===== src/rtl/uart_tx_fifo_pkg.sv =====
// Shared UART constants: data width and default TX FIFO depth,
// used by the TX FIFO, the transmitter and the MMIO status decode.
package uart_tx_fifo_pkg;

   localparam int UART_DATA_WIDTH    = 8;
   localparam int UART_TX_FIFO_DEPTH = 8;

   // Width of an occupancy counter that must hold 0..depth inclusive.
   function automatic int fifo_cnt_w(input int depth);
      return $clog2(depth) + 1;
   endfunction

endpackage


===== src/rtl/uart_tx_fifo.sv =====
// Byte FIFO in front of the UART transmitter, first-word-fall-through.
// Ports: clk, reset (async, high), flush, overflow_clr;
//   enq_data/enq_valid/enq_ready (producer);
//   deq_data/deq_valid/deq_ready (transmitter);
//   count/full/empty/overflow (MMIO status).
module uart_tx_fifo
   import uart_tx_fifo_pkg::*;
#(
   parameter int DEPTH = UART_TX_FIFO_DEPTH,
   parameter int WIDTH = UART_DATA_WIDTH,
   localparam int CNT_W = fifo_cnt_w(DEPTH)
) (
   input  logic             clk,
   input  logic             reset,
   input  logic             flush,
   input  logic [WIDTH-1:0] enq_data,
   input  logic             enq_valid,
   output logic             enq_ready,
   output logic [WIDTH-1:0] deq_data,
   output logic             deq_valid,
   input  logic             deq_ready,
   output logic [CNT_W-1:0] count,
   output logic             full,
   output logic             empty,
   output logic             overflow,
   input  logic             overflow_clr
);

   localparam int PTR_W = $clog2(DEPTH);

   logic [WIDTH-1:0] mem [DEPTH];
   logic [PTR_W-1:0] wr_ptr;
   logic [PTR_W-1:0] rd_ptr;
   logic [CNT_W-1:0] cnt;
   logic             enq_fire;
   logic             deq_fire;

   // Status comes only from the registered count, so full/empty
   // never depend on the handshake inputs of the same cycle.
   assign full      = (cnt == CNT_W'(DEPTH));
   assign empty     = (cnt == '0);
   assign count     = cnt;
   assign enq_ready = ~full;
   assign deq_valid = ~empty;
   assign deq_data  = mem[rd_ptr];

   assign enq_fire = enq_valid & ~full & ~flush;
   assign deq_fire = deq_ready & ~empty & ~flush;

   always_ff @(posedge clk) begin
      if (enq_fire)
         mem[wr_ptr] <= enq_data;
   end

   always_ff @(posedge clk or posedge reset) begin
      if (reset) begin
         wr_ptr <= '0;
         rd_ptr <= '0;
         cnt    <= '0;
      end else if (flush) begin
         wr_ptr <= '0;
         rd_ptr <= '0;
         cnt    <= '0;
      end else begin
         if (enq_fire)
            wr_ptr <= wr_ptr + PTR_W'(1);
         if (deq_fire)
            rd_ptr <= rd_ptr + PTR_W'(1);
         if (enq_fire && !deq_fire)
            cnt <= cnt + CNT_W'(1);
         else if (deq_fire && !enq_fire)
            cnt <= cnt - CNT_W'(1);
      end
   end

   // A dropped byte outranks a same-cycle clear so it is never missed.
   always_ff @(posedge clk or posedge reset) begin
      if (reset)
         overflow <= 1'b0;
      else if (enq_valid && full)
         overflow <= 1'b1;
      else if (overflow_clr)
         overflow <= 1'b0;
   end

endmodule


===== config.mk =====
export PLATFORM = sky130hd
export DESIGN_NAME = uart_tx_fifo
export DESIGN_NICKNAME = d
export VERILOG_FILES = /design/src/rtl/uart_tx_fifo_pkg.sv /design/src/rtl/uart_tx_fifo.sv
export SDC_FILE = /design/constraint.sdc
export NUM_CORES = 1
export LEC_CHECK = 0
export ABC_AREA = 1
export BUFFER_PORTS_ARGS = -buffer_cell sky130_fd_sc_hd__buf_2
export CORE_MARGIN = 2
export CORE_UTILIZATION = 46
export CTS_CLUSTER_DIAMETER = 100
export DETAILED_ROUTE_END_ITERATION = 8
export GPL_ROUTABILITY_DRIVEN = 0
export HOLD_SLACK_MARGIN = 0.02
export PLACE_DENSITY_LB_ADDON = 0.15
export REMOVE_ABC_BUFFERS = 1
export SYNTH_ARGS = -nofsm -noshare
export SYNTH_HDL_FRONTEND = slang
export SYNTH_SLANG_ARGS = --single-unit

===== constraint.sdc =====
create_clock -name clk -period 3.22 [get_ports clk]
set_input_delay 0.644 -clock clk [delete_from_list [all_inputs] [get_ports clk]]
set_output_delay 0.644 -clock clk [all_outputs]
set_load 0.005 [all_outputs]

# --- Yosys cells after proc, flatten, opt, wreduce, memory -nomap -nowiden ---
# Memory sizes are Yosys's and may differ from the RTL's.
# Index checks and enable logic that the tools add are counted.
op_classes:
  n_eq_ne: 1
  n_addsub: 4
  bitwise_logic: 7
  n_reduce_logical: 10
  mux: 11
op_table:
  columns: ["operator", "count"]
  rows:
  - ["$mux 3", 4]
  - ["$mux 4", 3]
  - ["$add 3x1->3 const B", 2]
  - ["$reduce_bool 2->1", 3]
  - ["$add 4x1->4 const B", 1]
  - ["$and 1x1->1", 4]
  - ["$eq 4x4->1 const B", 1]
  - ["$logic_not 4->1", 1]
  - ["$mux 1", 4]
  - ["$sub 4x1->4 const B", 1]
  - ["$logic_and 1x1->1", 3]
  - ["$not 1->1", 3]
  - ["$reduce_bool 3->1", 1]
  - ["$logic_not 1->1", 2]
word_totals:
  wordCells: 38
  memories: 1
  output_inout_bits: 17
  ram_bits: 64
  input_bits: 14
  register_bits: 11
mem_list:
  columns: ["name", "words", "word_bits", "rd", "rd_ports_with_merged_regs", "write_ports", "line", "source"]
  rows:
  - ["mem", 8, 8, 1, 0, 1, "uart_tx_fifo.sv:31", "logic [WIDTH-1:0] mem [DEPTH];"]

# --- Depth between registers and ports, before layout ---
# Gate-level depths: netlist (run 1).
depth:
  depth_word: 9
  depth_mapped: 13

# --- Least setup slack after synthesis (run 1) ---
# No wires, ideal clock.
synth_timing:
  kind: "input port to flip-flop"
  start: "input enq_valid"
  end: "register cnt[3], in the netlist count[3]"
  slack_ns: 1.207
  cell_stages: 12
  arrival_ns: 1.897
  required_ns: 3.104
  path_cell_list: "inv_1 -> a21oi_1 -> nand3_2 -> ha_1 -> a21oi_1 -> nand2_1 -> nand2_1 -> nand2_1 -> nand2_1 -> nand2_1 -> nand2_1 -> nand2_1"
synth_via:
  elab_chain_len: 5
synth_rtl:
  columns: ["element", "line", "source"]
  rows:
  - ["start, declared", "uart_tx_fifo.sv:17", "input logic enq_valid,"]
  - ["$and 1x1->1 (*) (2 in a row)", "uart_tx_fifo.sv:47", "assign enq_fire = enq_valid & ~full & ~flush;"]
  - ["$logic_and 1x1->1 / $logic_not 1->1 (equally long branches)", "uart_tx_fifo.sv:69, uart_tx_fifo.sv:71", null]
  - ["$mux 4 / $logic_and 1x1->1 (equally long branches)", "uart_tx_fifo.sv:69, uart_tx_fifo.sv:71", null]
  - ["$mux 4 / $reduce_bool 3->1 (equally long branches)", null, null]
  - ["end signal, assigned", "uart_tx_fifo.sv:70", "cnt <= cnt + CNT_W'(1);"]
  - ["end signal, assigned", "uart_tx_fifo.sv:72", "cnt <= cnt - CNT_W'(1);"]
  - ["end, declared", "uart_tx_fifo.sv:34", "logic [CNT_W-1:0] cnt;"]
# Every way passes the cells marked *; elsewhere a longest branch is shown, timed or not.
# A chain may end at the register's enable or synchronous reset.

# --- Final worst setup path (run 1) ---
layout_timing:
  start: "register rd_ptr[0]"
  end: "output deq_data[4]"
layout_via:
  elab_chain_len: 1
layout_rtl:
  columns: ["element", "line", "source"]
  rows:
  - ["start, declared", "uart_tx_fifo.sv:33", "logic [PTR_W-1:0] rd_ptr;"]
  - ["start signal, assigned", "uart_tx_fifo.sv:68", "rd_ptr <= rd_ptr + PTR_W'(1);"]
  - ["$mem_v2 8x8", null, null]
  - ["end, declared", "uart_tx_fifo.sv:19", "output logic [WIDTH-1:0] deq_data,"]
# Every way passes these cells.

==> run metrics, run 1 <==
peak supply drop=0.381 mV; Hold Violations, Final=0; CP required=2.58 ns; Placement Setup Slack=0.881 ns; worst-skew pair later-pin latency=0.35 ns; RSZ-0062 raised after global routing=no; DRT antenna net count=0; GR Util All Layers=0.202; Unique masters post-synth=24; commonest non-fill, non-tap cell in the layout=edfxtp_1; Leak Pwr=0.00138 µW; worst-margin pin slew=0.757 ns; delay of the slowest critical-path stage=0.44 ns; final setup violation count=0; CTS Hold Bufs=0; Synth Register Bits=75; CTS tree=built; largest net degree at the start of global routing=35; H-tree levels=3; critical path class=flip-flop to output port; cts bufs inserted=9; max-slew violation count=0; share of layout cells above drive strength 1=0.201; Setup Skew=0.00576 ns; Reg2Reg Setup Slack=1.05 ns; Top delay family on crit path=buffers and inverters; CP cell instances=inv_2 > nor2_1 > o21ai_1 > a21oi_1 > a31oi_1 > buf_2; post-synth top area cell=edfxtp_1; CP startpoint kind=flip-flop; Setup WS post-layout=0.642 ns; clk slew on worst S/H paths=0.08 ns; Final min period=2.58 ns; Die Y=87.5 µm; half-perimeter wire length after placement=4680 µm; Hold WS=0.282 ns; Initial Util=0.475; slew margin rel.=0.493; Detailed Route Iter0 Violations=217; cells on worst reg2reg path=13; port buffer count=30; Ys Warns=0; DRT Pass-1 Iters=4; Vias/cell=5.35; DIE WIDTH=87.5 µm; Sink Count=75; Die ar.=7660 µm²; fin crit share=0.801; Final #Nets=338; initial antenna violation count=0; top-area cell type share of the netlist area=0.599; max cap viols=0; commonest non-fill, non-tap cells in the layout=64 x edfxtp_1, 49 x nor2_1, 48 x nand2_1, 30 x buf_2, 24 x o21ai_1; fillers=603; vias in the first global route=2040; sequential share of the synthesized area=0.685; Area Overhead vs Synth=13.1%; Resized cells post-CTS=0; Critical path buffers and inverters=2; # DRC=0; per-cell routed wire length=17.7 µm; worst min path class=primary input to async pin; critical path depth=6; Setup crit end kind=output port; # IOs=31; core area=6760 µm²; routed via count=2163; PwrDens=709 nW/µm²; top cells by area, synth=edfxtp_1 60%, dfrtp_1 8.6%, nor2_1 5.7%; Detailed Route WL=7130 µm; setup TNS=0 ns; crit path max-delay cell type=inv_2; row count=30; clock buffer depth=2; design area=3630 µm²; average cell area after synthesis=11.3 µm²; status=completed; Ant. Diodes=0; critical path arrival=1.93 ns; Post-CTS Setup Inserts=0; Mapped Cells=284; first-pass GRT wire length=11000 µm; f_max=388 MHz; CTS root buf=clkbuf_8; CP max FO=34; dpl cell area=3440 µm²; Post-Synthesis Cell Area=3210 µm²; GR Overflow Total=0
==> metrics by stage <==
stage / instances / total power [µW] / util
3_3_place_gp: 388 / 1880 / 0.509
6_report: 404 / 2570 / 0.537
5_1_grt: 404 / 2740 / 0.537
4_1_cts: 404 / 2590 / 0.537
3_5_place_dp: 388 / 1890 / 0.509
2_1_floorplan: 276 / 1620 / -
==> sequential cells by signal (all words and copies together), names as in the netlist <==
name,flops
rd_ptr,3
mem,64
count,4
overflow,1
wr_ptr,3
==> where the power goes <==
group	internal (µW)	total, µW	switching (µW)	leakage [µW]
registers	1110	1170	54.3	0.000724
clock network	358	713	355	0.0000866
logic	247	690	443	0.000571
total	1720	2570	852	0.00138
==> layout make-up <==
type,instances,area (µm²),area share
Timing Repair Buffer,32,165,0.0455
Clock inverter,6,65.1,0.0179
Inverter,17,77.6,0.0214
Tap cell,80,100,0.0276
Sequential cell,75,2200,0.606
Clock buffer,10,128,0.0352
Multi-Input combinational cell,184,896,0.247
==> worst register-to-register path, cell delays in order (launching register included) <==
cell,delay (ns)
dfrtp_1,0.45
nor2_2,0.21
nand2_2,0.12
nand2_4,0.09
nand3_2,0.14
ha_1,0.36
a21oi_1,0.26
nand2_1,0.10
nand2_1,0.07
nand2_1,0.05
nand2_1,0.06
nand2_1,0.05
nand2_1,0.06
nand2_1,0.04
==> per-layer routing <==
layer | track usage | up-vias | wire length, µm
met4 | 0.0853 | 0 | 146
met3 | 0.0464 | 13 | 489
met2 | 0.293 | 70 | 3150
met5 | 0 | - | 0
met1 | 0.296 | 1019 | 3340
li1 | - | 1061 | -
==> synthesized netlist by cell type (all sizes together) <==
| cell | instances |
|---|---|
| a21oi | 13 |
| a31oi | 8 |
| buf | 7 |
| bufinv | 1 |
| clkbuf | 1 |
| clkinv | 2 |
| dfrtp | 11 |
| edfxtp | 64 |
| fa | 1 |
| ha | 4 |
| inv | 14 |
| nand2 | 55 |
| nand3 | 6 |
| nor2 | 53 |
| o21a | 1 |
| o21ai | 41 |
| o22ai | 1 |
| xor2 | 1 |
==> path summary, 6_finish.rpt <==
kind / endpoint / from
max: deq_data[4] / rd_ptr[0]$_DFFE_PP0P_
min: wr_ptr[0]$_DFFE_PP0P_ / reset
max reg2reg: count[3]$_DFFE_PP0P_ / count[0]$_DFFE_PP0P_
min reg2reg: overflow$_DFFE_PP0P_ / overflow$_DFFE_PP0P_
max in group asynchronous: count[0]$_DFFE_PP0P_ / reset
min in group clk: overflow$_DFFE_PP0P_ / overflow_clr
==> kinds of logic after synthesis <==
kind of cell	share of synthesized area
AOI/OAI and AO/OA	0.104
xor gates and xnor gates	0.00273
adders and majority gates	0.0218
buffers and inverters	0.0363
DFF	0.685
and+or+nand+nor	0.150
Note: power is estimated with default switching activity, not from simulation.
==> run 2, diff against run 1 <==
--- a/config.mk
+++ b/config.mk
@@ -5,7 +5,7 @@
 export SDC_FILE = /design/constraint.sdc
 export NUM_CORES = 1
 export LEC_CHECK = 0
-export ABC_AREA = 1
+export ABC_AREA = 0
 export BUFFER_PORTS_ARGS = -buffer_cell sky130_fd_sc_hd__buf_2
 export CORE_MARGIN = 2
 export CORE_UTILIZATION = 46
==> constraint.sdc (replaced) <==
create_clock -name clk -period 2.55 [get_ports clk]
set_input_delay 0.51 -clock clk [delete_from_list [all_inputs] [get_ports clk]]
set_output_delay 0.51 -clock clk [all_outputs]
set_load 0.005 [all_outputs]
==> run 2 against run 1 <==
Effect of this change:
- routed wire length shrank 16%
- global-route usage shrank 3.4 points
- clock-buffer cell count shrank 1
- worst hold slack lost 0.11 ns
- cell count shrank 22%
- power grew 28%
- first-iteration DRC count shrank 36%
- largest power group unchanged
- highest routed layer unchanged
==> run metrics, run 2 <==
max cap viols=0; share of layout cells above drive strength 1=0.435; largest net degree at the start of global routing=19; Int Power=2320 µW; Mapped Cells=182; dpl cell area=3520 µm²; top-area cell type share of the netlist area=0.600; critical path arrival=2.74 ns; Switching Fraction=0.296; peak supply drop=0.463 mV; commonest non-fill, non-tap cells in the layout=64 x edfxtp_1, 30 x buf_2, 16 x mux4_2, 16 x buf_4; CP required=2.76 ns; post-synth top area cell=edfxtp_1; WL met3=219 µm; DRT met1 WL=2540 µm; Final min period=2.53 ns; DIE WIDTH=87.4 µm; Vias/cell=5.53; max layer used=met4; Gate power share=0.304; Setup Skew=0.00924 ns; GR Util All Layers=0.169; cts bufs inserted=9; first-pass GRT wire length=9270 µm; DRT antenna net count=0; Setup crit end kind=flip-flop; setup TNS=0 ns; Sink Count=75; Die Y=87.4 µm; Hold Violations, Final=0; CTS root buf=clkbuf_8; Die ar.=7650 µm²; core area=6760 µm²; ys async rst share=0.147; Detailed Route WL=5980 µm; Final #Nets=251; per-cell routed wire length=18.8 µm; top cells by area, synth=edfxtp_1 60%, mux4_2 11%, dfrtp_1 8.6%; commonest non-fill, non-tap cell in the layout=edfxtp_1; Unique masters post-synth=39; fin crit share=0.992; CTS Hold Bufs=0; placed insts=298; slew margin rel.=0.673; Largest register FFs=64; Hold WS=0.168 ns; worst-margin pin slew=0.491 ns; Synth Register Bits=75; clk slew on worst S/H paths=0.08 ns; Commonest cells post-synth=64 x edfxtp_1, 16 x mux4_2, 11 x dfrtp_1, 11 x nand2_1, 11 x nor2_1; Detailed Route Iter0 Violations=139; fin cells=317; port buffer count=30; # IOs=31; Initial Util=0.474; Post-synth top flop=edfxtp_1; number of flops mapped to enable cells by yosys=64; Post-Synthesis Cell Area=3200 µm²; worst min path class=primary input to async pin; design area=3740 µm²; CTS tree=built; PwrDens=881 nW/µm²; proportion of power drawn by the clock network=0.249; Leak Pwr=0.00135 µW; share of power burned in registers=0.447; register bank with the most flops=mem; max-slew violation count=0; row count=30; Final Total Pwr=3300 µW; Ys Warns=0; final setup violation count=0; worst-skew pair later-pin latency=0.34 ns; f_max=395 MHz; H-tree levels=3; met2 routed WL=3100 µm; top-count cell post-synth=edfxtp_1; CP startpoint kind=flip-flop; Area Overhead vs Synth=16.9%; # DRC=0; DRT Pass-1 Iters=4; GR Overflow Total=0; vias in the first global route=1842; half-perimeter wire length after placement=3950 µm; switching pwr=976 µW; routed via count=1754; CP max FO=6; critical path class=flip-flop to flip-flop; Ant. Diodes=0; average cell area after synthesis=17.6 µm²; status=completed; sequential share of the synthesized area=0.686; initial antenna violation count=0; clock buffer depth=2
==> run 2: changes by cell type after synthesis, moves of 5 or more <==
cell     delta
mux2_2      +8
nor3_1      +6
nor2_1     -38
nand2_1    -37
o21ai_0    -15
a21oi_1    -10
o21ai_1    -24
a31oi_1     -8
mux4_2     +16
buf_2       -5
==> run 2: power groups by stage <==
stage / Clock (µW) / Sequential [µW] / Combinational, µW
global route: 893 / 1480 / 1100
floorplan: 0 / 1570 / 559
finish: 823 / 1470 / 1000
CTS: 844 / 1470 / 988
detailed placement: 0 / 1500 / 986
global placement: 0 / 1490 / 953
==> run 2: logic make-up (layout without fill, tap and decap cells) <==
| kind of cell | count (synthesis) | count (layout) | synth area share |
|---|---|---|---|
| flip-flops | 75 | 75 | 0.686 |
| multiplexers | 25 | 25 | 0.144 |
| XOR/XNOR | 6 | 6 | 0.0164 |
| buffers and inverters | 15 | 70 | 0.0270 |
| AND/OR/NAND/NOR | 41 | 41 | 0.0648 |
| adder cells (fa/ha/maj) | 5 | 5 | 0.0219 |
| AO/OA/AOI/OAI | 15 | 15 | 0.0402 |
==> run 2: area by class of cell <==
type | instances | area (µm²)
clock buffers | 9 | 124
clock inverters | 7 | 58.8
fillers | 533 | 3010
inverters | 7 | 38.8
multi-input cells | 92 | 932
flip-flops and latches | 75 | 2200
well taps | 80 | 100
repair buffers | 47 | 290
==> run 2: worst paths after layout <==
kind	to	slack, ns	start	depth (start not counted)
worst max-delay path	count[3]$_DFFE_PP0P_	0.02	count[2]$_DFFE_PP0P_	9
min in group clk	overflow$_DFFE_PP0P_	0.36	overflow_clr	2
worst min-delay path	count[0]$_DFFE_PP0P_	0.17	reset	2
worst max register to register	count[3]$_DFFE_PP0P_	0.02	count[2]$_DFFE_PP0P_	9
max in group asynchronous	count[2]$_DFFE_PP0P_	2.04	reset	2
worst min register to register	overflow$_DFFE_PP0P_	0.53	overflow$_DFFE_PP0P_	2
==> run 2: repair_timing <==
action | CTS | global route
setup buffers | 0 | 3
endpoints found under the setup margin | 0 | 1
hold endpoints to repair | 0 | 0
resized for setup | 0 | 5
==> run 2: metrics by stage <==
stage,setup slack [ns],util
floorplan,0.153,-
global placement,0.177,0.521
global route,-0.0541,0.554
detailed placement,0.0362,0.521
CTS,0.0319,0.549
finish,0.0202,0.554
==> run 2: routing by layer <==
layer | vias to the layer above | track usage
met3 | 12 | 0.0398
met5 | - | 0
met2 | 45 | 0.280
met4 | 0 | 0.0713
met1 | 890 | 0.213
li1 | 807 | -
==> run 2: critical path, stage by stage, from the launching register on <==
cell and delay (ns):
dfrtp_2 0.44, or4b_4 0.62, clkinv_8 0.08, nor2_1 0.06, nand2_2 0.09, ha_1 0.23, a21o_2 0.23, a21o_2 0.23
a311oi_2 0.28, o31ai_1 0.12
==> run 3, diff against run 2 <==
--- a/config.mk
+++ b/config.mk
@@ -7,6 +7,7 @@
 export LEC_CHECK = 0
 export ABC_AREA = 0
 export BUFFER_PORTS_ARGS = -buffer_cell sky130_fd_sc_hd__buf_2
+export CORE_ASPECT_RATIO = 1.4
 export CORE_MARGIN = 2
 export CORE_UTILIZATION = 46
 export CTS_CLUSTER_DIAMETER = 100
==> constraint.sdc (replaced) <==
create_clock -name clk -period 2.55 [get_ports clk]
set_input_delay 0.51 -clock clk [delete_from_list [all_inputs] [get_ports clk]]
set_output_delay 0.51 -clock clk [all_outputs]
set_load 0.1 [all_outputs]
==> run 3 against run 2 <==
Effect of this change:
- combinational power rose by 85%
- clock power fell by 11%
- utilization is 0.95 points lower
- non-clock buffer count down 2
- power rose by 23%
- worst hold slack better by 0.0011 ns
- clock skew decreased by 0.0011 ns
- flip-flop and latch count stayed put
- sequential share of layout area grew 0.24 points
- maximum frequency is 1.2% higher
- critical endpoint unchanged
- largest cell class unchanged
- largest power group is now combinational logic
==> run metrics, run 3 (synthesis results as in run 2) <==
Vias/cell=5.28; CP startpoint kind=flip-flop; CTS Hold Bufs=0; routed via count=1741; Initial Util=0.468; peak supply drop=1.14 mV; CTS tree=built; GR Util All Layers=0.183; CP max FO=6; Placement Setup Slack=0.0896 ns; worst-skew pair later-pin latency=0.34 ns; met2 routed WL=3540 µm; Sink Count=75; largest net degree at the start of global routing=15; Final #Nets=249; Final min period=2.50 ns; register bank with the most flops=mem; Final Total Pwr=4060 µW; Detailed Route WL=6210 µm; critical path class=flip-flop to flip-flop; GR Overflow Total=0; Die ar.=7660 µm²; switching pwr=1740 µW; row count=36; Setup WS post-layout=0.0495 ns; clk slew on worst S/H paths=0.07 ns; commonest non-fill, non-tap cell in the layout=edfxtp_1; critical path arrival=2.74 ns; worst min path class=primary input to async pin; share of layout cells above drive strength 1=0.396; CTS root buf=clkbuf_8; initial antenna violation count=0; delay of the slowest critical-path stage=0.63 ns; final core utilization=0.545; DIE WIDTH=74.5 µm; Gate power share=0.455; RSZ-0062 raised after global routing=no; worst-margin pin slew=0.525 ns; Setup Skew=0.00816 ns; Leak Pwr=0.00133 µW; max-slew violation count=0; port buffer count=30; max layer used=met4; # IOs=31; status=completed; Hold WS=0.169 ns; first-pass GRT wire length=9720 µm; Setup crit end kind=flip-flop; vias in the first global route=1934; commonest non-fill, non-tap cells in the layout=64 x edfxtp_1, 22 x buf_2, 21 x buf_4, 16 x mux4_2; max cap viols=0; sequential cell area=2200 µm²; WL met3=217 µm; per-cell routed wire length=18.8 µm; core area=6850 µm²; DRT antenna net count=0; Detailed Route Iter0 Violations=113; CP required=2.79 ns; Int Power=2320 µW; half-perimeter wire length after placement=4340 µm; Switching Fraction=0.428; DRT met1 WL=2320 µm; Area Overhead vs Synth=16.4%; PwrDens=1090 nW/µm²; share of power burned in registers=0.366; DRT Pass-1 Iters=4; H-tree levels=3; Ant. Diodes=0; fillers=582; clock buffer depth=2; crit path max-delay cell type=or4b_4; Die Y=103 µm; f_max=400 MHz; proportion of power drawn by the clock network=0.179; cts bufs inserted=9; # DRC=0; area of the multi-input gates=921 µm²; Post-CTS Setup Inserts=0; slew margin rel.=0.650; fin crit share=0.981; Hold Violations, Final=0; Largest register FFs=64; final setup violation count=0; CP cell instances=or4b_4 > clkinv_8 > nor2_1 > nand2_2 > ha_1 > a21o_2 > a2111oi_1 > a311oi_1 > o31ai_1
==> run 3: cell types whose count changed in the layout (fill, tap and decap cells not counted), sizes merged <==
cell | before | now
clkinv | 3 | 6
inv | 9 | 6
clkbuf | 9 | 11
buf | 47 | 45
clkinvlp | 2 | 0
==> run 3: routing by layer <==
| layer | track usage | up-vias |
|---|---|---|
| met4 | 0.0865 | 0 |
| met1 | 0.196 | 884 |
| met5 | 0 | - |
| li1 | - | 802 |
| met3 | 0.0459 | 11 |
| met2 | 0.330 | 44 |
==> run 3: power groups by stage <==
stage	sequential, µW	combinational [µW]	clock [µW]
2_1_floorplan	1760	1210	0
3_3_place_gp	1500	1770	0
3_5_place_dp	1510	1820	0
4_1_cts	1480	1850	749
5_1_grt	1490	1950	797
6_report	1480	1850	729
==> run 3: final timing paths <==
| kind | to | depth (start not counted) | slack, ns | from |
|---|---|---|---|---|
| max | count[3]$_DFFE_PP0P_ | 9 | 0.05 | count[0]$_DFFE_PP0P_ |
| min in group clk | overflow$_DFFE_PP0P_ | 2 | 0.37 | overflow_clr |
| max in group asynchronous | count[3]$_DFFE_PP0P_ | 2 | 2.04 | reset |
| min | count[2]$_DFFE_PP0P_ | 2 | 0.17 | reset |
| max reg2reg | count[3]$_DFFE_PP0P_ | 9 | 0.05 | count[0]$_DFFE_PP0P_ |
| min reg2reg | overflow$_DFFE_PP0P_ | 2 | 0.54 | overflow$_DFFE_PP0P_ |
==> run 3: cell type report <==
type / count / area share
clock buffers: 11 / 0.0352
clock inverters: 5 / 0.00537
inverters: 7 / 0.0104
multi-input cells: 92 / 0.247
flip-flops and latches: 75 / 0.590
well taps: 95 / 0.0319
repair buffers: 45 / 0.0802
==> run 3: repair_timing <==
item	in CTS	in global routing
hold endpoints to repair	0	0
resized for setup	5	10
endpoints found under the setup margin	5	9
==> run 3: critical path: cells and delay by family (launching register included) <==
family | cells | cell delay, ns
compound gates | 4 | 0.87
fa+ha+maj | 1 | 0.23
buf+inv | 1 | 0.08
flops | 1 | 0.43
simple gates | 3 | 0.79
==> run 3: metrics by stage <==
stage          std cells  cell area, µm²  TNS, ns
2_1_floorplan        174            3160   -27.37
3_3_place_gp         314            3550        0
3_5_place_dp         314            3550        0
4_1_cts              330            3710        0
5_1_grt              330            3730        0
6_report             330            3730        0
